**src/rtl/bcd_digit_entry.sv**
```systemverilog
// Debounced decimal keypad entry: shifts each accepted key's BCD code into a 4-digit buffer.
// Latency: a press is committed DEBOUNCE_CYCLES edges after the first stable sample; new_digit/overflow follow one cycle later.
// Backpressure: none; presses arriving while the buffer is full raise overflow and are dropped.
module bcd_digit_entry #(
    parameter int DEBOUNCE_CYCLES = 4
) (
    input  logic        clk,
    input  logic        rst_n,
    input  logic        key_any,
    input  logic [3:0]  bcd_in,
    input  logic        clr,
    output logic [15:0] digits,
    output logic [2:0]  count,
    output logic        full,
    output logic        new_digit,
    output logic        overflow
);

    typedef enum logic [1:0] {
        IDLE     = 2'd0,
        DEBOUNCE = 2'd1,
        HELD     = 2'd2
    } state_t;

    // Terminal value of the stability counter for both press and release.
    localparam logic [7:0] LAST_CNT = 8'(DEBOUNCE_CYCLES - 1);

    state_t      state_q, state_d;
    logic [7:0]  cnt_q, cnt_d;
    logic [3:0]  cap_q, cap_d;
    logic [15:0] digits_q, digits_d;
    logic [2:0]  count_q, count_d;
    logic        new_digit_q, new_digit_d;
    logic        overflow_q, overflow_d;
    logic        commit;

    // Next-state, debounce counting, commit and clear handling.
    always_comb begin
        state_d     = state_q;
        cnt_d       = cnt_q;
        cap_d       = cap_q;
        digits_d    = digits_q;
        count_d     = count_q;
        new_digit_d = 1'b0;
        overflow_d  = 1'b0;
        commit      = 1'b0;

        unique case (state_q)
            IDLE: begin
                // Codes 10..15 are not decimal keys and are never captured.
                if (key_any && (bcd_in <= 4'd9)) begin
                    state_d = DEBOUNCE;
                    cap_d   = bcd_in;
                    cnt_d   = 8'd1;
                end
            end
            DEBOUNCE: begin
                if (!key_any || (bcd_in != cap_q)) begin
                    state_d = IDLE;
                    cnt_d   = 8'd0;
                end else if (cnt_q == LAST_CNT) begin
                    state_d = HELD;
                    cnt_d   = 8'd0;
                    commit  = 1'b1;
                end else begin
                    cnt_d = cnt_q + 8'd1;
                end
            end
            HELD: begin
                // Any activity restarts the release count, so a held key
                // cannot be re-entered until it is cleanly released.
                if (key_any) begin
                    cnt_d = 8'd0;
                end else if (cnt_q == LAST_CNT) begin
                    state_d = IDLE;
                    cnt_d   = 8'd0;
                end else begin
                    cnt_d = cnt_q + 8'd1;
                end
            end
            default: begin
                state_d = IDLE;
                cnt_d   = 8'd0;
            end
        endcase

        if (commit) begin
            if (count_q == 3'd4) begin
                overflow_d = 1'b1;
            end else begin
                digits_d    = {digits_q[11:0], cap_q};
                count_d     = count_q + 3'd1;
                new_digit_d = 1'b1;
            end
        end

        // Clear wins over a same-edge commit; parking in HELD stops a key
        // that is still down from being entered again.
        if (clr) begin
            digits_d    = 16'h0000;
            count_d     = 3'd0;
            new_digit_d = 1'b0;
            overflow_d  = 1'b0;
            state_d     = HELD;
            cnt_d       = 8'd0;
        end
    end

    // State and output registers; reset drops any pending press.
    always_ff @(posedge clk or negedge rst_n) begin
        if (!rst_n) begin
            state_q     <= IDLE;
            cnt_q       <= 8'd0;
            cap_q       <= 4'd0;
            digits_q    <= 16'h0000;
            count_q     <= 3'd0;
            new_digit_q <= 1'b0;
            overflow_q  <= 1'b0;
        end else begin
            state_q     <= state_d;
            cnt_q       <= cnt_d;
            cap_q       <= cap_d;
            digits_q    <= digits_d;
            count_q     <= count_d;
            new_digit_q <= new_digit_d;
            overflow_q  <= overflow_d;
        end
    end

    assign digits    = digits_q;
    assign count     = count_q;
    assign full      = (count_q == 3'd4);
    assign new_digit = new_digit_q;
    assign overflow  = overflow_q;

endmodule

```
**config.mk**
```make
export PLATFORM = sky130hd
export DESIGN_NAME = bcd_digit_entry
export DESIGN_NICKNAME = d
export VERILOG_FILES = /design/src/rtl/bcd_digit_entry.sv
export SDC_FILE = /design/constraint.sdc
export NUM_CORES = 1
export LEC_CHECK = 0
export CAP_MARGIN = 15
export CORE_UTILIZATION = 33
export CTS_BUF_LIST = sky130_fd_sc_hd__clkbuf_2 sky130_fd_sc_hd__clkbuf_4 sky130_fd_sc_hd__clkbuf_8
export DETAILED_ROUTE_END_ITERATION = 10
export HOLD_SLACK_MARGIN = 0.02
export REMOVE_ABC_BUFFERS = 1
export SLEW_MARGIN = 20
export SYNTH_ARGS = -nofsm -noshare
export SYNTH_HDL_FRONTEND = slang
export SYNTH_SLANG_ARGS = --single-unit
```
**constraint.sdc**
```tcl
create_clock -name clk -period 4.14 [get_ports clk]
set_input_delay 1.035 -clock clk [delete_from_list [all_inputs] [get_ports clk]]
set_output_delay 1.035 -clock clk [all_outputs]
set_load 0.03 [all_outputs]
```
==> results of run 1 <==
## per-stage QoR
| stage | util (%) | cells | power, mW |
|---|---|---|---|
| floorplan | - | 146 | 0.387 |
| global placement | 41.4 | 248 | 0.412 |
| detailed placement | 41.4 | 248 | 0.414 |
| CTS | 43.1 | 256 | 0.663 |
| global route | 43.1 | 256 | 0.686 |
| finish | 43.1 | 256 | 0.653 |
## critical path, stage by stage (launching register included)
cell,delay [ps]
sky130_fd_sc_hd__dfrtp_1,420
sky130_fd_sc_hd__inv_1,70
sky130_fd_sc_hd__ha_1,130
sky130_fd_sc_hd__and2_1,220
sky130_fd_sc_hd__clkdlybuf4s50_1,700
## cells in the mapped netlist, types with 2 or more instances
master,count
sky130_fd_sc_hd__a21oi_1,4
sky130_fd_sc_hd__clkbuf_1,2
sky130_fd_sc_hd__mux2i_1,17
sky130_fd_sc_hd__o21bai_1,4
sky130_fd_sc_hd__and2_1,2
sky130_fd_sc_hd__o21ai_0,5
sky130_fd_sc_hd__inv_1,3
sky130_fd_sc_hd__and3_1,4
sky130_fd_sc_hd__mux2_2,4
sky130_fd_sc_hd__xnor2_1,6
sky130_fd_sc_hd__a31oi_1,2
sky130_fd_sc_hd__dfrtp_1,35
sky130_fd_sc_hd__nor3b_2,4
sky130_fd_sc_hd__nand3_1,4
sky130_fd_sc_hd__nand2b_1,3
sky130_fd_sc_hd__nor2_1,21
sky130_fd_sc_hd__buf_6,3
sky130_fd_sc_hd__a21o_1,3
sky130_fd_sc_hd__ha_1,4
sky130_fd_sc_hd__nand2_1,2
## logic make-up (layout without fill, tap and decap cells)
logic type / Yosys count / after routing / share of synthesized area, %
AND/OR/NAND/NOR: 51 / 51 / 18.4
flip-flops: 35 / 35 / 49.4
AO/OA/AOI/OAI: 25 / 25 / 10.6
multiplexers: 21 / 21 / 12.1
buffers and inverters: 9 / 43 / 3.18
XOR/XNOR: 7 / 7 / 3.46
adder cells (fa/ha/maj): 4 / 4 / 2.82
## flip-flops by register name (all words and copies together) (netlist names)
| register | flops |
|---|---|
| cnt_q | 8 |
| cap_q | 4 |
| new_digit | 1 |
| overflow | 1 |
| count | 3 |
| state_q | 2 |
| digits | 16 |
## layout make-up
class | instances | area, µm² | area share [%]
Clock buffer | 6 | 76.3 | 3.44
Clock inverter | 2 | 12.5 | 0.565
Inverter | 3 | 11.3 | 0.508
Multi-Input combinational cell | 108 | 840 | 37.9
Sequential cell | 35 | 876 | 39.5
Tap cell | 70 | 87.6 | 3.95
Timing Repair Buffer | 32 | 313 | 14.1
## worst paths after layout
| kind | endpoint | slack, ps | cells after the start |
|---|---|---|---|
| min | digits[15]$_DFFE_PN0P_ | 540 | 2 |
| min reg2reg | digits[15]$_DFFE_PN0P_ | 540 | 2 |
| min in group asynchronous | cnt_q[7]$_DFFE_PN0P_ | 1170 | 2 |
| max | full | 1290 | 4 |
| max in group asynchronous | cnt_q[4]$_DFFE_PN0P_ | 2660 | 2 |
| max reg2reg | cnt_q[3]$_DFFE_PN0P_ | 2110 | 6 |
## power groups by stage
stage          Clock, mW  Combinational, mW  Sequential [mW]
2_1_floorplan          0             0.0264            0.361
3_3_place_gp           0             0.0503            0.362
3_5_place_dp           0             0.0512            0.363
4_1_cts            0.256             0.0514            0.356
5_1_grt            0.273             0.0561            0.357
6_report           0.247             0.0505            0.356
## routing by layer
metal | up-vias | GRT usage [%] | part of all wire (%)
met1 | 626 | 16.9 | 45
li1 | 595 | - | -
met2 | 31 | 22.4 | 48
met5 | - | 0 | 0
met3 | 5 | 4.69 | 4.9
met4 | 0 | 7.61 | 2.0
==> flow_results.org, run 1 <==
** STA
- Summed negative setup slack over all endpoints :: 0 ps
- In this run the tightest slew margin relative to its limit is 57.5%.
- Final worst path period share :: 68.9%
- Final hold slack :: 545 ps
- Worst-case clock skew :: 5.12 ps
- Number of endpoints with negative hold slack in the final report :: 0
- PnR worst setup slack :: 1290 ps
- Setup-failing EPs final :: 0
- Setup repair after global routing missed its margin :: false
- Top achievable clock speed :: 350 MHz
- For the pin with the worst max-slew slack, the measured transition is 636 ps.
- The smallest clock period supported by the final layout is computed as 2850 ps.
- Max Transition Viols Final :: 0

** Floorplanning
- # IOs :: 30
- Measured along the x axis, the die boundary spans 75.3 µm.
- In this run the core area contains 26 standard-cell rows.
- For this configuration, the core starts out at a cell density of 34.5%.
- The die covers 0.00567 mm².
- The floorplan step set the die height to 75.3 µm.
- In this run the standard cell core region covers 0.00514 mm².

** Worst hold path
- The startpoint identified for the worst hold timing path is digits[15]$_DFFE_PN0P_.
- The path class of the tightest hold or removal check is flop to flop.

** Final layout
- Layout cell share with drive strength beyond 1 :: 15.1%
- Total non-filler cell area in the finished layout :: 0.00222 mm²
- From synthesis to final layout, the design area changed by 25.1%.
- The top cell types in the final layout, fill and taps aside, are sky130_fd_sc_hd__dfrtp_1, sky130_fd_sc_hd__clkdlybuf4s50_1, sky130_fd_sc_hd__nor2_1, sky130_fd_sc_hd__mux2i_1, sky130_fd_sc_hd__xnor2_1.
- Filler Cells Inserted :: 524
- After the last flow step, the layout net total stands at 197.
- The number of antenna diodes in the final layout is 0.
- Leaving out fill and tap cells, the most frequent cell in the layout is sky130_fd_sc_hd__dfrtp_1.

** Power and ir drop
- Worst voltage drop across the vdd grid :: 0.195 mV
- The internal portion of the total power is 0.496 mW.
- The share of total power dissipated in the clock network is 37.8%.
- Summed over all cells, the static leakage comes to 0.911 nW.
- Reg power frac :: 54.5%
- Proportion of power drawn by combinational gates :: 7.7%
- Net switching share of the total power :: 24.1%
- For this design the ratio of total power to cell area is 295 mW/mm².
- In this run the power spent charging and discharging nets is 0.157 mW.

** Yosys
- Post-synth design cell area :: 0.00177 mm²
- Counting flops with a built-in enable in the synthesized netlist gives 0.
- The synthesized design devotes to its leading area cell type 49.4% of total area.
- In the synthesized netlist the async set-or-reset flop fraction comes to 100%.
- Dominant cell type by area after synthesis :: sky130_fd_sc_hd__dfrtp_1
- Synthesis handed over a netlist of 152 instances.
- Syn Area/Cell :: 11.7 µm²
- Warnings from Yosys :: 0
- Synthesis instantiated 40 different standard cells from the library.
- Top post-synthesis cells by area :: sky130_fd_sc_hd__dfrtp_1, sky130_fd_sc_hd__mux2i_1, sky130_fd_sc_hd__nor2_1
- For this run, the register share of the synthesized area comes to 49.4%.
- Synthesis inferred 35 register bits.
- Among all flip-flop cells after synthesis, the most frequent one is sky130_fd_sc_hd__dfrtp_1.

** Critical path
- Crit Path Max Fanout :: 4
- In this run the critical register-to-register path is launched from cnt_q[0]$_DFFE_PN0P_.
- Arrival time of data at the critical path endpoint :: 1820 ps
- Critical path startpoint :: count[0]$_DFFE_PN0P_
- Startpoint types :: flop
- Data required time at the worst endpoint :: 3110 ps
- Kind of end point of the critical path :: output port
- Kind of critical path :: flop to output port

** GRT
- Number of antenna violations at the first check in global routing :: 0
- The via count of the first global-routing pass is 1261.
- Summed over all layers, the global routing overflow is 0.
- Global routing consumed, over all layers together, 14.1% of the routing resources.
- Global-route wire length before repair :: 5770 µm
- Entering global routing, the biggest net connects 36 pins.

** Place
- Worst setup slack before clock tree synthesis :: 1160 ps
- IO buf count :: 29
- Post-detailed-placement cell area :: 0.00213 mm²
- At the end of routability-driven placement, the weighted congestion stood at 0.881.
- Detailed placement finished with a half-perimeter wire length of 2480 µm.

** CTS
- CTS Root Buffer Type :: sky130_fd_sc_hd__clkbuf_8
- Number of buffers inserted during clock tree synthesis :: 5
- The number of setup buffers added after CTS is 0.
- Clock transition at the registers of the reported paths :: 70 ps
- Gates resized during post-CTS repair numbered 0.
- Deepest clock path buffer count :: 2
- The H-tree generated during clock tree synthesis spans 2 levels.
- CTS saw 35 sinks.
- CTS tree :: done
- Count of hold buffers inserted by post-cts repair :: 0
- The clock reaches the later pin of the worst-skew pair after 290 ps.

** Outcome
- The flow ran to the end, and the final reports show no timing, DRC or antenna violations.

** Detailed routing
- In the final routed layout, each cell accounts on average for 13.5 µm.
- Via density per instance :: 4.91
- Number of antenna-violating nets in the routed design :: 0
- Detailed routing inserted a total of 1257 vias.
- Initial DRT Pass Iterations :: 4
- Iteration-0 DRC Markers :: 21
- For this run, design rule violations remaining after detail routing come to 0.
- Detailed-route wire length :: 3460 µm

** Job
- Max capacitance violation total :: 0
Note: power is estimated with default switching activity, not from simulation.
==> run 2: changes to the inputs <==
==> constraint.sdc (replaced) <==
create_clock -name clk -period 2.4 [get_ports clk]
set_input_delay 0.6 -clock clk [delete_from_list [all_inputs] [get_ports clk]]
set_output_delay 0.6 -clock clk [all_outputs]
set_load 0.03 [all_outputs]
==> run 2 against run 1 <==
Effect of this change: sequential power grew 72%; global-route usage fell by 0.21 points; sequential share of layout area is 1.1 points lower; via count fell by 0.16%; total power increased by 80%; highest routed layer unchanged; critical endpoint is now cnt_q[5]$_DFFE_PN0P_.
==> flow_results.org, run 2 (synthesized netlist as in run 1, its figures left out) <==
** Place
- Placer's final routability congestion estimate :: 0.810 (-8.1%)
- IO buf count :: 29 (unchanged)
- Worst setup slack before clock tree synthesis :: -77.8 ps (-1230 ps)
- Post-detailed-placement cell area :: 0.00218 mm² (+2.4%)
- The sum of net half-perimeters after detailed placement was 2560 µm (+3.0%).

** STA
- The setup skew after layout came to 4.44 ps (-0.683 ps).
- Final hold slack :: 527 ps (-18.0 ps)
- Tightest Pin Transition :: 491 ps (-146 ps)
- The hold violation count in the final report came to 0 (unchanged).
- Summed negative setup slack over all endpoints :: 0 ps (unchanged)
- Setup repair after global routing missed its margin :: false
- Minimum clock period :: 2220 ps
- The tightest slew margin relative to the limit was 67.0% (+9.6 points).
- Top achievable clock speed :: 451 MHz
- Final worst path period share :: 92.3%
- The final number of max-transition violations was 0 (unchanged).
- The count of endpoints failing setup in the final report is 0 (unchanged).
- The worst setup slack after layout was 185 ps (-1100 ps).

** CTS
- The source-to-sink clock delay at the later pin of the worst-skew pair was 280 ps (about the same).
- Number of buffers inserted during clock tree synthesis :: 5 (unchanged)
- The number of setup buffers added after CTS was 0 (unchanged).
- Level count of the clock H-tree :: 2 (unchanged)
- The maximum number of buffers from clock root to sink came to 2 (unchanged).
- TritonCTS built the clock tree.
- The clock input transition at the sequential cells of the worst setup and hold paths is 70 ps (about the same).
- The sink count of the clock tree came to 35 (unchanged).
- Clock tree synthesis selected as its root buffer the cell sky130_fd_sc_hd__clkbuf_8.

** Critical path
- The startpoint identified for the worst register-to-register timing path is cnt_q[0]$_DFFE_PN0P_.
- The most critical setup path has its startpoint at key_any.
- Setup slack of the most critical reg-to-reg path :: 320 ps (-1790 ps)
- The endpoint identified for the worst register-to-register timing path is cnt_q[5]$_DFFE_PN0P_.
- Crit Path Max Fanout :: 10 (+6)
- The critical path is of the input pin to flop type.
- FF-to-FF path depth :: 6 (unchanged)
- STA classifies the critical path startpoint as an input pin.
- The worst setup path is captured at a flop.
- The data required time at the worst endpoint was 2620 ps (-490 ps).
- The worst path arrival time was 2440 ps (+620 ps).
- The critical path ends at cnt_q[5]$_DFFE_PN0P_.

** GRT
- GR Util met2 :: 22.2% (-0.20 points)
- The number of antenna violations at the first check in global routing came to 0 (unchanged).
- Global-route congestion overflow total :: 0 (unchanged)
- The layer flagged by global routing as most heavily used is met2.
- Met3 layer usage reported by global route :: 4.28% (-0.40 points)
- The global-route usage over all layers was 13.9% (-0.21 points).
- The met1 usage in global routing is 17.3% (+0.38 points).
- Largest net degree at the start of global routing :: 36 (unchanged)
- The via count of the first global-routing pass was 1206 (-4.4%).
- The first-pass GRT wire length was 5640 µm (-2.3%).

** Floorplanning
- The die boundary height is 75.3 µm (unchanged).
- The area of the die was 0.00567 mm² (unchanged).
- Effective utilization at floorplan :: 34.5% (unchanged)
- Core box area :: 0.00514 mm² (unchanged)
- Site row count :: 26 (unchanged)
- Die X-Extent :: 75.3 µm (unchanged)
- # IOs :: 30 (unchanged)

** Final layout
- The area used by sequential logic in the layout came to 876 µm² (unchanged).
- Layout cell share with drive strength beyond 1 :: 17.3% (+2.2 points)
- Largest register FFs :: 16 (unchanged)
- From synthesis to final layout, the design area changed by 28.7%.
- Number of diodes added for antenna fixing :: 0 (unchanged)
- The multi-input combinational cell area was 840 µm² (unchanged).
- Leaving out fill and tap cells, the most frequent cell in the layout is sky130_fd_sc_hd__dfrtp_1.
- Total non-filler cell area in the finished layout :: 0.00228 mm² (+2.9%)
- Most frequent cells in the layout :: sky130_fd_sc_hd__dfrtp_1, sky130_fd_sc_hd__clkdlybuf4s50_1, sky130_fd_sc_hd__nor2_1, sky130_fd_sc_hd__mux2i_1
- The final net count was 202 (+2.5%).
- Filler Cells Inserted :: 509 (-2.9%)

** Power and ir drop
- The static leakage came to 0.952 nW (+4.5%).
- Power Total :: 1.17 mW (+80%)
- The switching share of power was 21.8% (-2.3 points).
- Worst voltage drop across the vdd grid :: 0.305 mV (+56%)
- The power per cell area was 515 mW/mm² (+75%).
- The design internal power came to 0.919 mW (+85%).
- The total net switching power is 0.256 mW (+62%).
- The combinational group share of total power was 8.0% (+0.3 points).
- The fraction of power consumed by the clock network came to 39.8% (+2.0 points).
- The portion of total power attributed to sequential cells was 52.2% (-2.3 points).

** Worst hold path
- In this run the most critical hold path is launched from digits[15]$_DFFE_PN0P_.
- Min-delay worst type :: flop to flop

** Detailed routing
- Post-route DRC :: 0 (unchanged)
- The number of nets with antenna violations after routing came to 0 (unchanged).
- Initial DRT Pass Iterations :: 4 (unchanged)
- Average routed wire per standard cell :: 13.5 µm (-0.19%)
- The routed via count divided by cell count is 4.81 (-2.1%).
- The via count came to 1255 (-0.16%).
- The number of DRC markers in iteration 0 is 29 (+38%).
- The wire length reported by the detailed router is 3520 µm (+1.8%).

** Job
- Max capacitance violation total :: 0 (unchanged)

** Outcome
- The flow ran to the end, and the final reports show no timing, DRC or antenna violations.
-- run 2: cell types whose count changed in the layout (fill, tap and decap cells not counted), sizes merged --
cell	delta
buf	+5
clkbuf	+2
clkdlybuf4s50	-1
clkinv	-1
clkinvlp	-1
dlygate4sd2	+1
-- run 2: worst min path at each step --
stage	end	cells past startpoint
after floorplan	cap_q[0]$_DFFE_PN0P_	0
after global placement	digits[13]$_DFFE_PN0P_	2
after detailed placement	digits[13]$_DFFE_PN0P_	2
after CTS	digits[15]$_DFFE_PN0P_	2
after global routing	digits[13]$_DFFE_PN0P_	2
final	digits[15]$_DFFE_PN0P_	2
-- run 2: what timing repair did --
action	CTS	global route
hold buffers	0	0
endpoints found under the setup margin	1	0
hold endpoints to repair	0	0
resized for setup	1	0
-- run 2: cell type report --
cell class / instances / area share, %
sequential: 35 / 38.4
multi-input combinational: 108 / 36.8
timing repair buffer: 37 / 15.9
clock buffer: 8 / 4.56
tap: 70 / 3.84
inverter: 3 / 0.494
-- run 2: through the flow --
step / utilization, % / std cells
final: 44.4 / 261
after global routing: 44.4 / 261
after CTS: 44.4 / 261
after detailed placement: 42.4 / 253
after global placement: 42.4 / 253
after floorplan: - / 146
-- run 2: metal layers --
metal  routed length (µm)  up-vias
met2                 1680       27
met5                    0        -
li1                     -      606
met1                 1630      617
met3                  154        5
met4                   60        0
-- run 2: critical path, stage by stage --
cell and delay [ps]:
sky130_fd_sc_hd__clkdlybuf4s50_1 520, sky130_fd_sc_hd__nor3b_2 300, sky130_fd_sc_hd__a31oi_1 90, sky130_fd_sc_hd__or3b_1 570, sky130_fd_sc_hd__o21bai_1 220, sky130_fd_sc_hd__a21o_1 130
-- run 2: power by group through the flow --
stage	Clock, mW	Combinational, mW	Sequential, mW
2_1_floorplan	0	0.0455	0.622
3_3_place_gp	0	0.0929	0.625
3_5_place_dp	0	0.0953	0.625
4_1_cts	0.487	0.0955	0.614
5_1_grt	0.509	0.104	0.615
6_report	0.467	0.0935	0.614
==> run 3: changes to the inputs <==
--- a/config.mk
+++ b/config.mk
@@ -6,10 +6,12 @@
 export NUM_CORES = 1
 export LEC_CHECK = 0
 export CAP_MARGIN = 15
+export CORE_MARGIN = 4
 export CORE_UTILIZATION = 33
 export CTS_BUF_LIST = sky130_fd_sc_hd__clkbuf_2 sky130_fd_sc_hd__clkbuf_4 sky130_fd_sc_hd__clkbuf_8
 export DETAILED_ROUTE_END_ITERATION = 10
 export HOLD_SLACK_MARGIN = 0.02
+export MAX_ROUTING_LAYER = met4
 export REMOVE_ABC_BUFFERS = 1
 export SLEW_MARGIN = 20
 export SYNTH_ARGS = -nofsm -noshare
==> run 3 against run 2 <==
Effect of this change: global-route usage decreased by 1.3 points; combinational power grew 1%; total power down 4.0%; clock skew is 5.3 ps higher; sequential share of layout area rose by 0.13 points; clock power is 10% lower; via count grew 1.4%; first-iteration DRC count did not move; critical path type unchanged; sequential power hardly changed; cell count up 0.38%; wire length grew 2.5%; largest cell class unchanged; worst hold slack improved by 13 ps.
==> flow_results.org, run 3 (synthesized netlist as in run 1, its figures left out) <==
** Outcome
- Result of the run :: finished clean

** STA
- Final worst path period share :: 90.2% (-2.1 points)
- Number of endpoints with negative hold slack in the final report :: 0 (unchanged)
- Setup repair after global routing missed its margin :: false
- Minimum clock period :: 2170 ps (-49.6 ps)
- The final number of max-transition violations was 0 (unchanged).
- Top achievable clock speed :: 462 MHz (+2.3%)
- Worst-case clock skew :: 9.73 ps (+5.30 ps)
- Setup-failing EPs final :: 0 (unchanged)
- Tightest Pin Transition :: 489 ps (-1.46 ps)
- PnR worst setup slack :: 235 ps (+49.6 ps)
- Worst relative slew slack :: 67.1% (+0.098 points)

** Floorplanning
- The initial core utilization is 34.5% (unchanged).
- Floorplan die height :: 81.3 µm (+8.0%)
- Core box area :: 0.00514 mm² (unchanged)
- The area of the die came to 0.00660 mm² (+17%).
- Die X-Extent :: 81.3 µm (+8.0%)
- The site row count came to 26 (unchanged).
- The count of boundary I/O pins is 30 (unchanged).

** Critical path
- Highest-delay cell along the critical path :: sky130_fd_sc_hd__or3b_1
- Crit Path Max Fanout :: 10 (unchanged)
- Traced cell by cell, the critical path runs through clkdlybuf4s50_1 > nor3b_2 > a31oi_1 > or3b_1 > o21bai_1 > a21o_1.
- Capture instance of the worst register-to-register path :: cnt_q[5]$_DFFE_PN0P_
- Arrival time of data at the critical path endpoint :: 2390 ps (-50 ps)
- Kind of critical path :: input pin to flop
- The worst-case register-to-register setup slack is 300 ps (-20 ps).
- The worst reg2reg path depth came to 6 (unchanged).
- FF-to-FF Start :: cnt_q[0]$_DFFE_PN0P_
- Largest stage delay on the critical path :: 570 ps (about the same)
- STA classifies the critical path startpoint as an input pin.
- Top Family by Delay on Critical Path :: simple AND/OR/NAND/NOR gates
- Data required time at the worst endpoint :: 2630 ps (about the same)
- STA classifies the critical path endpoint as a flop.
- The number of buffer and inverter instances along the worst setup path is 1 (unchanged).

** CTS
- Count of hold buffers inserted by post-cts repair :: 0 (unchanged)
- TritonCTS built the clock tree.
- The cell sitting at the root of the clock tree is a sky130_fd_sc_hd__clkbuf_8.
- The number of H-tree branching levels is 2 (unchanged).
- The number of setup buffers added after CTS was 0 (unchanged).
- The sink count of the clock tree was 35 (unchanged).
- Resized cells post-CTS :: 1 (unchanged)
- The maximum number of buffers from clock root to sink is 2 (unchanged).
- Number of buffers inserted during clock tree synthesis :: 5 (unchanged)
- The clock input transition at the sequential cells of the worst setup and hold paths came to 80 ps (about the same).
- The source-to-sink clock delay at the later pin of the worst-skew pair came to 290 ps (about the same).

** Final layout
- The share of post-route cells with drive strength above 1 came to 17.7% (+0.43 points).
- Total non-filler cell area in the finished layout :: 0.00227 mm² (-0.33%)
- The number of flip-flops in the largest register was 16 (unchanged).
- Commonest non-fill, non-tap cell in the layout :: sky130_fd_sc_hd__dfrtp_1
- Number of diodes added for antenna fixing :: 0 (unchanged)
- In the layout the commonest cells are sky130_fd_sc_hd__dfrtp_1, sky130_fd_sc_hd__clkdlybuf4s50_1, sky130_fd_sc_hd__nor2_1, sky130_fd_sc_hd__mux2i_1, sky130_fd_sc_hd__buf_4.
- The area growth from synthesis to layout is 28.2%.
- The final net count came to 203 (+0.50%).

** Place
- The worst setup slack after placement came to -71.9 ps (+5.89 ps).
- IO buf count :: 29 (unchanged)
- The post-detailed-placement cell area came to 0.00218 mm² (+0.34%).
- Placer's final routability congestion estimate :: 0.822 (+1.5%)
- The sum of net half-perimeters after detailed placement was 2670 µm (+4.1%).

** GRT
- Vias in the first global route :: 1399 (+16%)
- Global-route congestion overflow total :: 0 (unchanged)
- The first-pass GRT wire length was 6350 µm (+13%).
- The number of antenna violations at the first check in global routing is 0 (unchanged).
- Aggregate global-route resource usage :: 12.5% (-1.3 points)
- Largest net degree at the start of global routing :: 36 (unchanged)

** Worst hold path
- Hold worst-path end :: digits[13]$_DFFE_PN0P_
- The startpoint identified for the worst hold timing path is digits[13]$_DFFE_PN0P_.
- The path class of the tightest hold or removal check is flop to flop.
- The instance count along the most critical hold path was 2 (unchanged).

** Detailed routing
- Via density per instance :: 4.85 (+0.97%)
- The number of remaining DRC errors was 0 (unchanged).
- The total iterations of the first detailed-routing run is 4 (unchanged).
- The average wire per standard cell came to 13.8 µm (+2.1%).
- The wire length reported by the detailed router came to 3610 µm (+2.5%).
- Number of antenna-violating nets in the routed design :: 0 (unchanged)
- The via count is 1272 (+1.4%).
- The number of DRC markers in iteration 0 was 29 (unchanged).

** Power and ir drop
- The overall power after layout was 1.13 mW (-4.0%).
- Leakage power figure :: 0.942 nW (-1.0%)
- The highest ir drop seen on vdd came to 0.302 mV (-0.75%).
- Power per cell area :: 496 mW/mm² (-3.7%)

** Job
- The max-cap violation count is 0 (unchanged).
-- run 3: area by class of cell --
class | count | area, µm²
multi-input cells | 108 | 840
well taps | 70 | 87.6
clock inverters | 3 | 20.0
clock buffers | 5 | 68.8
flip-flops and latches | 35 | 876
fillers | 497 | 2870
inverters | 3 | 11.3
repair buffers | 38 | 369
-- run 3: per-stage QoR --
| step | hold WS, ps | TNS (ps) | std cells | utilization (%) |
|---|---|---|---|---|
| after floorplan | 304 | -3660 | 146 | - |
| after global placement | 503 | -46.8 | 254 | 42.5 |
| after detailed placement | 535 | -268 | 254 | 42.5 |
| after CTS | 556 | 0 | 262 | 44.2 |
| after global routing | 586 | 0 | 262 | 44.2 |
| final | 540 | 0 | 262 | 44.2 |
-- run 3: worst max-delay path by stage --
stage / endpoint / startpoint / slack [ps] / cells after the start
2_1_floorplan: count[2]$_DFFE_PN0P_ / count[0]$_DFFE_PN0P_ / -270 / 6
3_3_place_gp: cnt_q[3]$_DFFE_PN0P_ / key_any / -10 / 6
3_5_place_dp: cnt_q[2]$_DFFE_PN0P_ / key_any / -70 / 6
4_1_cts: full / count[0]$_DFFE_PN0P_ / 220 / 4
5_1_grt: count[2]$_DFFE_PN0P_ / bcd_in[3] / 140 / 7
6_report: cnt_q[5]$_DFFE_PN0P_ / key_any / 230 / 6
-- run 3: per-layer routing --
metal  GRT usage [%]  routed length (µm)
met1            15.8                1640
met3            3.44                 177
met4            2.03                  21
met2            20.5                1780
met5               -                   0
-- run 3: tightest hold or removal path, delay by kind of cell (launching register included) --
| kind | cells | cell delay (ps) |
|---|---|---|
| flip-flops | 1 | 350 |
| AND/OR/NAND/NOR | 1 | 80 |
| multiplexers | 1 | 70 |
-- run 3: power breakdown --
part           total (mW)  switching [mW]  internal (mW)
Clock               0.420           0.218          0.202
Combinational      0.0946          0.0493         0.0453
Sequential          0.614          0.0123          0.601
